File: config.mk
export PLATFORM = sky130hd
export DESIGN_NAME = queue_flow_controller
export DESIGN_NICKNAME = d
export VERILOG_FILES = /design/src/rtl/sbqm_pkg.sv /design/src/rtl/sensor_debounce.sv /design/src/rtl/queue_flow_controller.sv
export SDC_FILE = /design/constraint.sdc
export NUM_CORES = 1
export LEC_CHECK = 0
export ABC_CLOCK_PERIOD_IN_PS = 3350
export CORE_MARGIN = 3
export CORE_UTILIZATION = 48
export CTS_BUF_LIST = sky130_fd_sc_hd__clkbuf_4 sky130_fd_sc_hd__clkbuf_8
export DETAILED_ROUTE_END_ITERATION = 10
export PLACE_DENSITY = 0.7
export SLEW_MARGIN = 20
export SYNTH_ARGS = -nofsm -noshare
export SYNTH_HDL_FRONTEND = slang
export SYNTH_HIERARCHICAL = 1
export SYNTH_SLANG_ARGS = --single-unit
export TNS_END_PERCENT = 50
File: constraint.sdc
create_clock -name clk -period 3.35 [get_ports clk]
set_input_delay 1.005 -clock clk [delete_from_list [all_inputs] [get_ports clk]]
set_output_delay 1.005 -clock clk [all_outputs]
set_load 0.005 [all_outputs]
File: src/rtl/sbqm_pkg.sv
//------------------------------------------------------------------------------
// sbqm_pkg: shared widths, wait-time FSM states and occupancy helpers. Rev 1.0
//------------------------------------------------------------------------------
`default_nettype none

package sbqm_pkg;

  localparam int CNT_W_DEF        = 3;
  localparam int TCNT_W_DEF       = 2;
  localparam int SERVICE_T_DEF    = 3;
  localparam int WT_W_DEF         = 5;
  localparam int SYNC_STAGES_DEF  = 2;
  localparam int DEBOUNCE_CYC_DEF = 4;

  function automatic int max_count(input int w);
    return (1 << w) - 1;
  endfunction

  localparam int MAX_COUNT = max_count(CNT_W_DEF);

  typedef enum logic [1:0] {
    IDLE = 2'd0,
    LOAD = 2'd1,
    DIV  = 2'd2,
    DONE = 2'd3
  } wt_state_e;

endpackage

`default_nettype wire

File: src/rtl/sensor_debounce.sv
//------------------------------------------------------------------------------
// sensor_debounce: synchroniser, debounce filter and rising-edge pulse. Rev 1.0
//------------------------------------------------------------------------------
`default_nettype none

module sensor_debounce #(
  parameter int SYNC_STAGES  = 2,
  parameter int DEBOUNCE_CYC = 4
) (
  input  logic clk,
  input  logic reset,
  input  logic raw_i,
  output logic rise_o
);

  localparam int DB_W = $clog2(DEBOUNCE_CYC + 1);

  logic [SYNC_STAGES-1:0] sync_q;
  logic [DB_W-1:0]        cnt_q, cnt_d;
  logic                   lvl_q, lvl_d;
  logic                   lvl_prev_q;
  logic                   synced;

  assign synced = sync_q[SYNC_STAGES-1];

  // Level flips only after DEBOUNCE_CYC consecutive samples disagree with it.
  always_comb begin
    cnt_d = '0;
    lvl_d = lvl_q;
    if (synced != lvl_q) begin
      if (cnt_q == DB_W'(DEBOUNCE_CYC - 1)) begin
        lvl_d = synced;
      end else begin
        cnt_d = cnt_q + DB_W'(1);
      end
    end
  end

  always_ff @(posedge clk or negedge reset) begin
    if (!reset) begin
      sync_q     <= '0;
      cnt_q      <= '0;
      lvl_q      <= 1'b0;
      lvl_prev_q <= 1'b0;
    end else begin
      sync_q     <= (sync_q << 1) | SYNC_STAGES'(raw_i);
      cnt_q      <= cnt_d;
      lvl_q      <= lvl_d;
      lvl_prev_q <= lvl_q;
    end
  end

  assign rise_o = lvl_q & ~lvl_prev_q;

endmodule

`default_nettype wire

File: src/rtl/queue_flow_controller.sv
//------------------------------------------------------------------------------
// queue_flow_controller: occupancy count, full/empty flags, wait-time divider. Rev 1.0
//------------------------------------------------------------------------------
`default_nettype none

module queue_flow_controller
  import sbqm_pkg::*;
#(
  parameter int CNT_W        = CNT_W_DEF,
  parameter int TCNT_W       = TCNT_W_DEF,
  parameter int SERVICE_T    = SERVICE_T_DEF,
  parameter int WT_W         = WT_W_DEF,
  parameter int SYNC_STAGES  = SYNC_STAGES_DEF,
  parameter int DEBOUNCE_CYC = DEBOUNCE_CYC_DEF
) (
  input  logic              clk,
  input  logic              reset,
  input  logic              back_sensor,
  input  logic              front_sensor,
  input  logic [TCNT_W-1:0] teller_cnt,
  output logic [CNT_W-1:0]  pcount,
  output logic              full,
  output logic              empty,
  output logic              arr_drop,
  output logic              dep_drop,
  output logic [WT_W-1:0]   wtime,
  output logic              wtime_valid
);

  localparam logic [CNT_W-1:0] MAX_C = CNT_W'(max_count(CNT_W));

  logic arr_evt, dep_evt;

  sensor_debounce #(.SYNC_STAGES(SYNC_STAGES), .DEBOUNCE_CYC(DEBOUNCE_CYC)) u_back (
    .clk(clk), .reset(reset), .raw_i(back_sensor), .rise_o(arr_evt)
  );

  sensor_debounce #(.SYNC_STAGES(SYNC_STAGES), .DEBOUNCE_CYC(DEBOUNCE_CYC)) u_front (
    .clk(clk), .reset(reset), .raw_i(front_sensor), .rise_o(dep_evt)
  );

  logic [CNT_W-1:0] pcount_q, pcount_d;
  logic             full_q, full_d, empty_q, empty_d;
  logic             arr_drop_q, arr_drop_d, dep_drop_q, dep_drop_d;

  // Simultaneous arrival and departure at empty: admit the arrival, reject the departure.
  always_comb begin
    pcount_d   = pcount_q;
    arr_drop_d = 1'b0;
    dep_drop_d = 1'b0;
    case ({arr_evt, dep_evt})
      2'b10: if (pcount_q == MAX_C) arr_drop_d = 1'b1;
             else                   pcount_d   = pcount_q + CNT_W'(1);
      2'b01: if (pcount_q == '0)    dep_drop_d = 1'b1;
             else                   pcount_d   = pcount_q - CNT_W'(1);
      2'b11: if (pcount_q == '0) begin
               pcount_d   = CNT_W'(1);
               dep_drop_d = 1'b1;
             end
      default: ;
    endcase
    full_d  = (pcount_d == MAX_C);
    empty_d = (pcount_d == '0);
  end

  wt_state_e         state_q, state_d;
  logic [CNT_W-1:0]  p_q, p_d;
  logic [TCNT_W-1:0] t_q, t_d;
  logic [WT_W-1:0]   num_q, num_d, quo_q, quo_d, wtime_q, wtime_d;
  logic              valid_q, valid_d;
  logic              trig;

  assign trig = (pcount_q != p_q) || (teller_cnt != t_q);

  // Any trigger, in any state, resamples the inputs and restarts at LOAD.
  always_comb begin
    state_d = state_q;
    p_d     = p_q;
    t_d     = t_q;
    num_d   = num_q;
    quo_d   = quo_q;
    wtime_d = wtime_q;
    valid_d = valid_q;
    if (trig) begin
      p_d     = pcount_q;
      t_d     = teller_cnt;
      valid_d = 1'b0;
      state_d = LOAD;
    end else begin
      case (state_q)
        LOAD: begin
          if (t_q == '0) begin
            wtime_d = '1;
            valid_d = 1'b1;
            state_d = IDLE;
          end else begin
            num_d   = (p_q == '0) ? '0 :
                      WT_W'(SERVICE_T) * (WT_W'(p_q) + WT_W'(t_q) - WT_W'(1));
            quo_d   = '0;
            state_d = DIV;
          end
        end
        DIV: begin
          if (num_q >= WT_W'(t_q)) begin
            num_d = num_q - WT_W'(t_q);
            quo_d = quo_q + WT_W'(1);
          end else begin
            state_d = DONE;
          end
        end
        DONE: begin
          wtime_d = quo_q;
          valid_d = 1'b1;
          state_d = IDLE;
        end
        default: state_d = IDLE;
      endcase
    end
  end

  always_ff @(posedge clk or negedge reset) begin
    if (!reset) begin
      pcount_q   <= '0;
      full_q     <= 1'b0;
      empty_q    <= 1'b1;
      arr_drop_q <= 1'b0;
      dep_drop_q <= 1'b0;
      state_q    <= IDLE;
      p_q        <= '0;
      t_q        <= '0;
      num_q      <= '0;
      quo_q      <= '0;
      wtime_q    <= '0;
      valid_q    <= 1'b1;
    end else begin
      pcount_q   <= pcount_d;
      full_q     <= full_d;
      empty_q    <= empty_d;
      arr_drop_q <= arr_drop_d;
      dep_drop_q <= dep_drop_d;
      state_q    <= state_d;
      p_q        <= p_d;
      t_q        <= t_d;
      num_q      <= num_d;
      quo_q      <= quo_d;
      wtime_q    <= wtime_d;
      valid_q    <= valid_d;
    end
  end

  assign pcount      = pcount_q;
  assign full        = full_q;
  assign empty       = empty_q;
  assign arr_drop    = arr_drop_q;
  assign dep_drop    = dep_drop_q;
  assign wtime       = wtime_q;
  assign wtime_valid = valid_q;

endmodule

`default_nettype wire

* Word level (Yosys, flattened, before mapping)
Index checks and enable logic that the tools add are counted.
Storage, ports and cells: word-level logic and storage cells 98, input port bits 6, register bits 44, output and inout bits 13
Cells by class: eq/ne operators 19, order comparisons 1, muxes and demuxes 28, add/subtract/negate cells 8, $mul 1, bitwise operators 7, reduce and logical (&&, ||, !) cells 14
Operators with widths (count):
- two-way mux 5 bit | 6
- one-hot mux 5 bit (2 select lines) | 3
- two-way mux 3 bit | 7
- adder 3 x 1 -> 3 bit, second input constant | 3
- logical NOT 3 bit | 3
- one-hot mux 3 bit (3 select lines) | 1
- == test 2 bit, second input constant | 4
- == test 3 x 2 -> 1 bit, second input constant | 2
- == test 3 bit, second input constant | 2
- two-way mux 1 bit | 6
- two-way mux 2 bit | 3
- inequality test 2 bit, second input constant | 3
- inequality test 3 bit, second input constant | 2
- AND reduction 2 bit | 3
- adder 5 x 1 -> 5 bit, second input constant | 1
- >= comparator 5 x 2 -> 1 bit | 1
- multiplier 2 x 5 -> 5 bit, first input constant | 1
- subtractor 4 x 1 -> 5 bit, second input constant | 1
- subtractor 5 x 2 -> 5 bit | 1
- adder 3 x 2 -> 4 bit | 1
- == test 2 x 1 -> 1 bit, second input constant | 2
- OR 2 x 1 -> 2 bit | 2
- one-hot mux 2 bit (2 select lines) | 1
- AND reduction 4 bit | 1
- other kinds (13) | 18

* Longest topological paths before layout
depth in word-level cells 6, mapped depth 12, gate-level depth less buffers 12

* Modules after synthesis
Netlist, hierarchy kept.
By module, submodules not included:
- queue_flow_controller | area each 1961.9 um^2, times used 1, cells an instance 196, sequential area each 753.2 um^2
- sensor_debounce | area each 252.7 um^2, times used 2, cells an instance 15, sequential area each 175.2 um^2

* Worst setup path after synthesis
No wires, ideal clock.
path type input port to flip-flop, from input port teller_cnt[1], to register num_q[0], arrival time 2.382 ns, path slack 0.843 ns, data required time 3.225 ns, stages on the path 4, path buffers 0, setup time 0.125 ns, cells stage by stage or2_1 -> o21a_1 -> a2111oi_4 -> mux2_2
On the way: longest elaborated chain between the ends 4
Ends and longest elaborated chain:
- start, declared | RTL line queue_flow_controller.sv:20 | input logic [TCNT_W-1:0] teller_cnt,
- inequality test 2 bit | RTL line queue_flow_controller.sv:73 | assign trig = (pcount_q != p_q) || (teller_cnt != t_q);
- logical OR 1 bit | RTL line queue_flow_controller.sv:73
- inverter 1 bit (no line)
- AND reduction 4 bit (no line)
- end signal, assigned | RTL line queue_flow_controller.sv:144 | num_q <= num_d;
- end, declared | RTL line queue_flow_controller.sv:69 | logic [WT_W-1:0] num_q, num_d, quo_q, quo_d, wtime_q, wtime_d;
Every way passes these cells. A chain may end at the register's enable or synchronous reset.

* Worst setup path after layout
from register t_q[1], to register num_q[4]
On the way: longest elaborated chain between the ends 6, elaborated cells between the ends (all ways) 16, classes of those cells add/sub: 3; mul: 1; order compare: 1; eq/ne: 3; mux: 4; bitwise: 1; reduce/logical: 3
Ends and longest elaborated chain:
- start, declared | RTL line queue_flow_controller.sv:68 | logic [TCNT_W-1:0] t_q, t_d;
- start signal, assigned | RTL line queue_flow_controller.sv:143 | t_q <= t_d;
- adder 3 x 2 -> 4 bit | RTL line queue_flow_controller.sv:98 | WT_W'(SERVICE_T) * (WT_W'(p_q) + WT_W'(t_q) - WT_W'(1));
- subtractor 4 x 1 -> 5 bit | RTL line queue_flow_controller.sv:98
- multiplier 2 x 5 -> 5 bit | RTL line queue_flow_controller.sv:98
- two-way mux 5 bit | RTL line queue_flow_controller.sv:97 | num_d = (p_q == '0) ? '0 :
- two-way mux 5 bit | RTL line queue_flow_controller.sv:92 | if (t_q == '0) begin
- one-hot mux 5 bit (2 select lines) | RTL line queue_flow_controller.sv:90 | case (state_q)
Several ways; a longest one is shown, not always the timed one. The select of a mux whose other input is x is not followed.

==> PnR_summary.wiki <==
{| class="wikitable"
! Metric !! Value
|-
| Maximum clock insertion buffer count || 2
|-
| Max Cap Viol || 0
|-
| Synth top area cells || dfrtp_1 (43%), ha_1 (9.6%), mux2_2 (4.1%), xnor2_1 (3.5%), fa_1 (3.2%)
|-
| Initial core utilization || 0.509
|-
| Root buffer selected by CTS || clkbuf_8
|-
| Mean Syn Cell Area || 10.9 um2
|-
| Placer Congestion || 0.796
|-
| Insertion delay of the later-clocked pin in the worst-skew pair || 0.30 ns
|-
| Maximum VDD drop || 0.000495 V
|-
| Postcts setup bufs || 0
|-
| All-layer global routing usage || 0.150
|-
| Post-synthesis sequential area ratio || 0.447
|-
| Worst Setup Path Type || reg -> reg
|-
| Pre-Repair DR Iteration Count || 4
|-
| Shortest clock period the worst path allows after layout || 2.60 ns
|-
| Critical-path maximum fanout || 5
|-
| Worst setup endpoint || num_q[4]
|-
| Top cell type by total area after synthesis || dfrtp_1
|-
| Register share of total power || 0.372
|-
| Routed vias || 1641
|-
| Data required time at the worst endpoint || 3.53 ns
|-
| Detailed-route wire length || 4.05 mm
|-
| Transition time at the pin with the least slew margin || 0.954 ns
|-
| Worst setup SP type || register
|-
| Sw frac || 0.371
|-
| Largest net degree at the start of global routing || 45
|-
| Violation count after the first detailed-routing iteration || 36
|-
| Number of sinks driven by the clock tree || 44
|-
| Flip-flop cell with the highest count after synthesis || dfrtp_1
|-
| Number of standard-cell rows in the floorplan || 25
|-
| TritonCTS clock tree || yes
|-
| Layout Skew || 0.00651 ns
|-
| Slew Limit Headroom || 0.364
|-
| Core Footprint || 4850 um2
|-
| Number of enable flip-flop cells after synthesis || 0
|-
| Die Width || 77.7 um
|-
| Sw Pwr || 881 uW
|-
| Final-layout worst hold slack || 0.360 ns
|-
| Share of final-layout standard cells stronger than drive strength 1 || 0.143
|-
| Number of CTS-inserted buffers || 5
|-
| Antenna Diode Count || 0
|-
| Final-report setup violation count || 0
|-
| R2R Path Start || t_q[1]
|-
| # H-tree levels || 2
|-
| Arrival time reported for the critical path endpoint || 2.78 ns
|-
| Power Internal || 1490 uW
|-
| Mapped Cells || 226
|-
| Cell area reported after detailed placement || 2690 um2
|-
| Initial antenna violation count || 0
|-
| Final design instance area without fill || 2810 um2
|-
| Half-perimeter wire length of the detailed placement result || 2.90 mm
|-
| Proportion of register bits with asynchronous set or reset after synthesis || 1.00
|-
| Number of nets in the finished design || 272
|-
| Overall power after layout || 2370 uW
|-
| Post-Route Setup TNS || 0 ns
|-
| Count of buffers inserted at the top-level ports || 18
|-
| Clock slew at the register clock pins of the worst setup and hold paths || 0.09 ns
|-
| Vertical die dimension || 77.7 um
|-
| Total I/O pin count || 19
|-
| Mean routed wirelength per cell || 13.0 um
|-
| Congestion Overflow GR || 0
|-
| Synth top area share || 0.426
|-
| YS warnings || 6
|-
| Die Area || 6040 um2
|-
| Synthesis-to-layout area growth || 13.8%
|-
| Leakage power || 0.00120 uW
|-
| Crit share post-route || 0.777
|-
| Portion of total power attributed to combinational logic || 0.453
|-
| Number of hold violations in the final report || 0
|-
| Area of the mapped netlist || 2470 um2
|-
| Antenna violation net count after detailed routing || 0
|-
| Destination of the worst register-to-register timing path || num_q[4]
|-
| Relative contribution of the clock network to total power || 0.175
|-
| Worst Setup End Kind || register
|-
| Number of fill cells in the layout || 429
|-
| Core occupancy in the finished layout || 0.579
|-
| Via count normalized by instance count || 5.28
|-
| Number of synthesized register bits || 44
|-
| Status || finished, final reports clean
|-
| Highest clock frequency the design can meet || 0.384 GHz
|-
| Min-delay worst type || reg -> reg
|-
| Start point of the critical path || t_q[1]
|-
| Total power divided by cell area || 845 nW/um2
|-
| Number of cells traversed by the worst register-to-register path || 12
|-
| Synthesized netlist net count || 255
|-
| Setup repair after global routing missed its margin || false
|-
| Number of global-route vias before repair || 1625
|-
| CTS Hold Buffers Added || 0
|-
| Post-route DRC violation count || 0
|-
| Post-synth cell types || 48
|-
| Reg2Reg Setup Slack || 0.75 ns
|-
| Global-route wire length before repair || 7.40 mm
|-
| Max-slew violation count || 0
|-
| Number of gates resized after CTS || 0
|}
-- worst min-delay path by stage --
stage | slack, ns | depth (start not counted) | from | end
final | 0.36 | 0 | u_back/sync_q[0] | u_back/sync_q[1]
after global routing | 0.38 | 0 | u_back/sync_q[0] | u_back/sync_q[1]
after CTS | 0.36 | 0 | u_back/sync_q[0] | u_back/sync_q[1]
after detailed placement | 0.34 | 0 | u_back/sync_q[0] | u_back/sync_q[1]
after global placement | 0.33 | 0 | u_back/sync_q[0] | u_back/sync_q[1]
after floorplan | 0.33 | 0 | u_back/sync_q[0] | u_back/sync_q[1]
-- power by group through the flow --
stage	sequential (uW)	combinational (uW)	clock, uW
2_1_floorplan	852	816	0
3_3_place_gp	890	1060	0
3_5_place_dp	894	1080	0
4_1_cts	886	1090	428
5_1_grt	917	1220	451
6_report	884	1070	416
-- through the flow --
stage               setup WS [ns]  cells
floorplan                   0.843    226
global placement            0.472    303
detailed placement          0.422    303
CTS                         0.699    311
global route                0.508    311
finish                      0.748    311
-- sequential cells by signal, indices dropped and copies added, names as in the netlist, 3 cells and up --
name           cells
pcount             3
p_q                3
num_q              5
u_back/cnt_q       3
u_front/cnt_q      3
quo_q              5
wtime              5
-- area by class of cell --
cell class	count	area (um2)	area share
clock inverters	3	46.3	0.0165
multi-input cells	153	1240	0.443
clock buffers	5	68.8	0.0245
inverters	19	71.3	0.0254
flip-flops and latches	44	1100	0.393
well taps	67	83.8	0.0298
repair buffers	20	190	0.0677
-- worst max-delay path, cell delays in order (launching register included) --
cell,delay (ns)
dfrtp_1,0.46
inv_1,0.11
ha_1,0.28
inv_1,0.04
ha_1,0.20
inv_1,0.10
fa_1,0.48
ha_1,0.32
a21oi_1,0.12
o21bai_1,0.08
xnor2_1,0.13
nand3_1,0.09
nand3_1,0.08
-- cells by family after synthesis --
family / synth area share
AND/OR/NAND/NOR: 0.167
flip-flops: 0.447
AO/OA/AOI/OAI: 0.109
buffers and inverters: 0.0482
adder cells (fa/ha/maj): 0.129
multiplexers: 0.0614
XOR/XNOR: 0.0390
-- cells in the mapped netlist, types with 2 or more instances --
master	count
dfrtp_1	42
ha_1	19
inv_1	19
nand2_1	14
xnor2_1	10
mux2_2	9
nand3_1	9
nor3_1	9
o21ai_0	9
nor2_1	8
clkbuf_1	7
nand2b_1	7
a21oi_1	5
mux2i_1	5
nor2b_1	5
fa_1	4
o211ai_1	3
a221o_1	2
a31oi_1	2
a41oi_1	2
and4_4	2
buf_2	2
dfstp_2	2
nand4_1	2
nor2b_4	2
nor3b_1	2
nor3b_2	2
or2_1	2
-- cell usage in the layout (no fill, tap or decap), types with 4 or more instances in the layout --
| cell type | n |
|---|---|
| dfrtp_1 | 42 |
| inv_1 | 19 |
| ha_1 | 19 |
| clkdlybuf4s50_1 | 17 |
| nand2_1 | 14 |
| xnor2_1 | 10 |
| o21ai_0 | 9 |
| nor3_1 | 9 |
| nand3_1 | 9 |
| mux2_2 | 9 |
| nor2_1 | 8 |
| nand2b_1 | 7 |
| a21oi_1 | 5 |
| mux2i_1 | 5 |
| nor2b_1 | 5 |
| clkbuf_8 | 5 |
| fa_1 | 4 |
-- per-layer routing --
metal	part of all wire	routed length (um)	track usage	vias to the layer above
met5	0	0	0	-
met4	0.0057	23	0.0267	0
met3	0.040	162	0.0464	4
met2	0.46	1870	0.235	25
met1	0.49	1990	0.208	797
li1	-	-	-	815
Note: power is estimated with default switching activity, not from simulation.
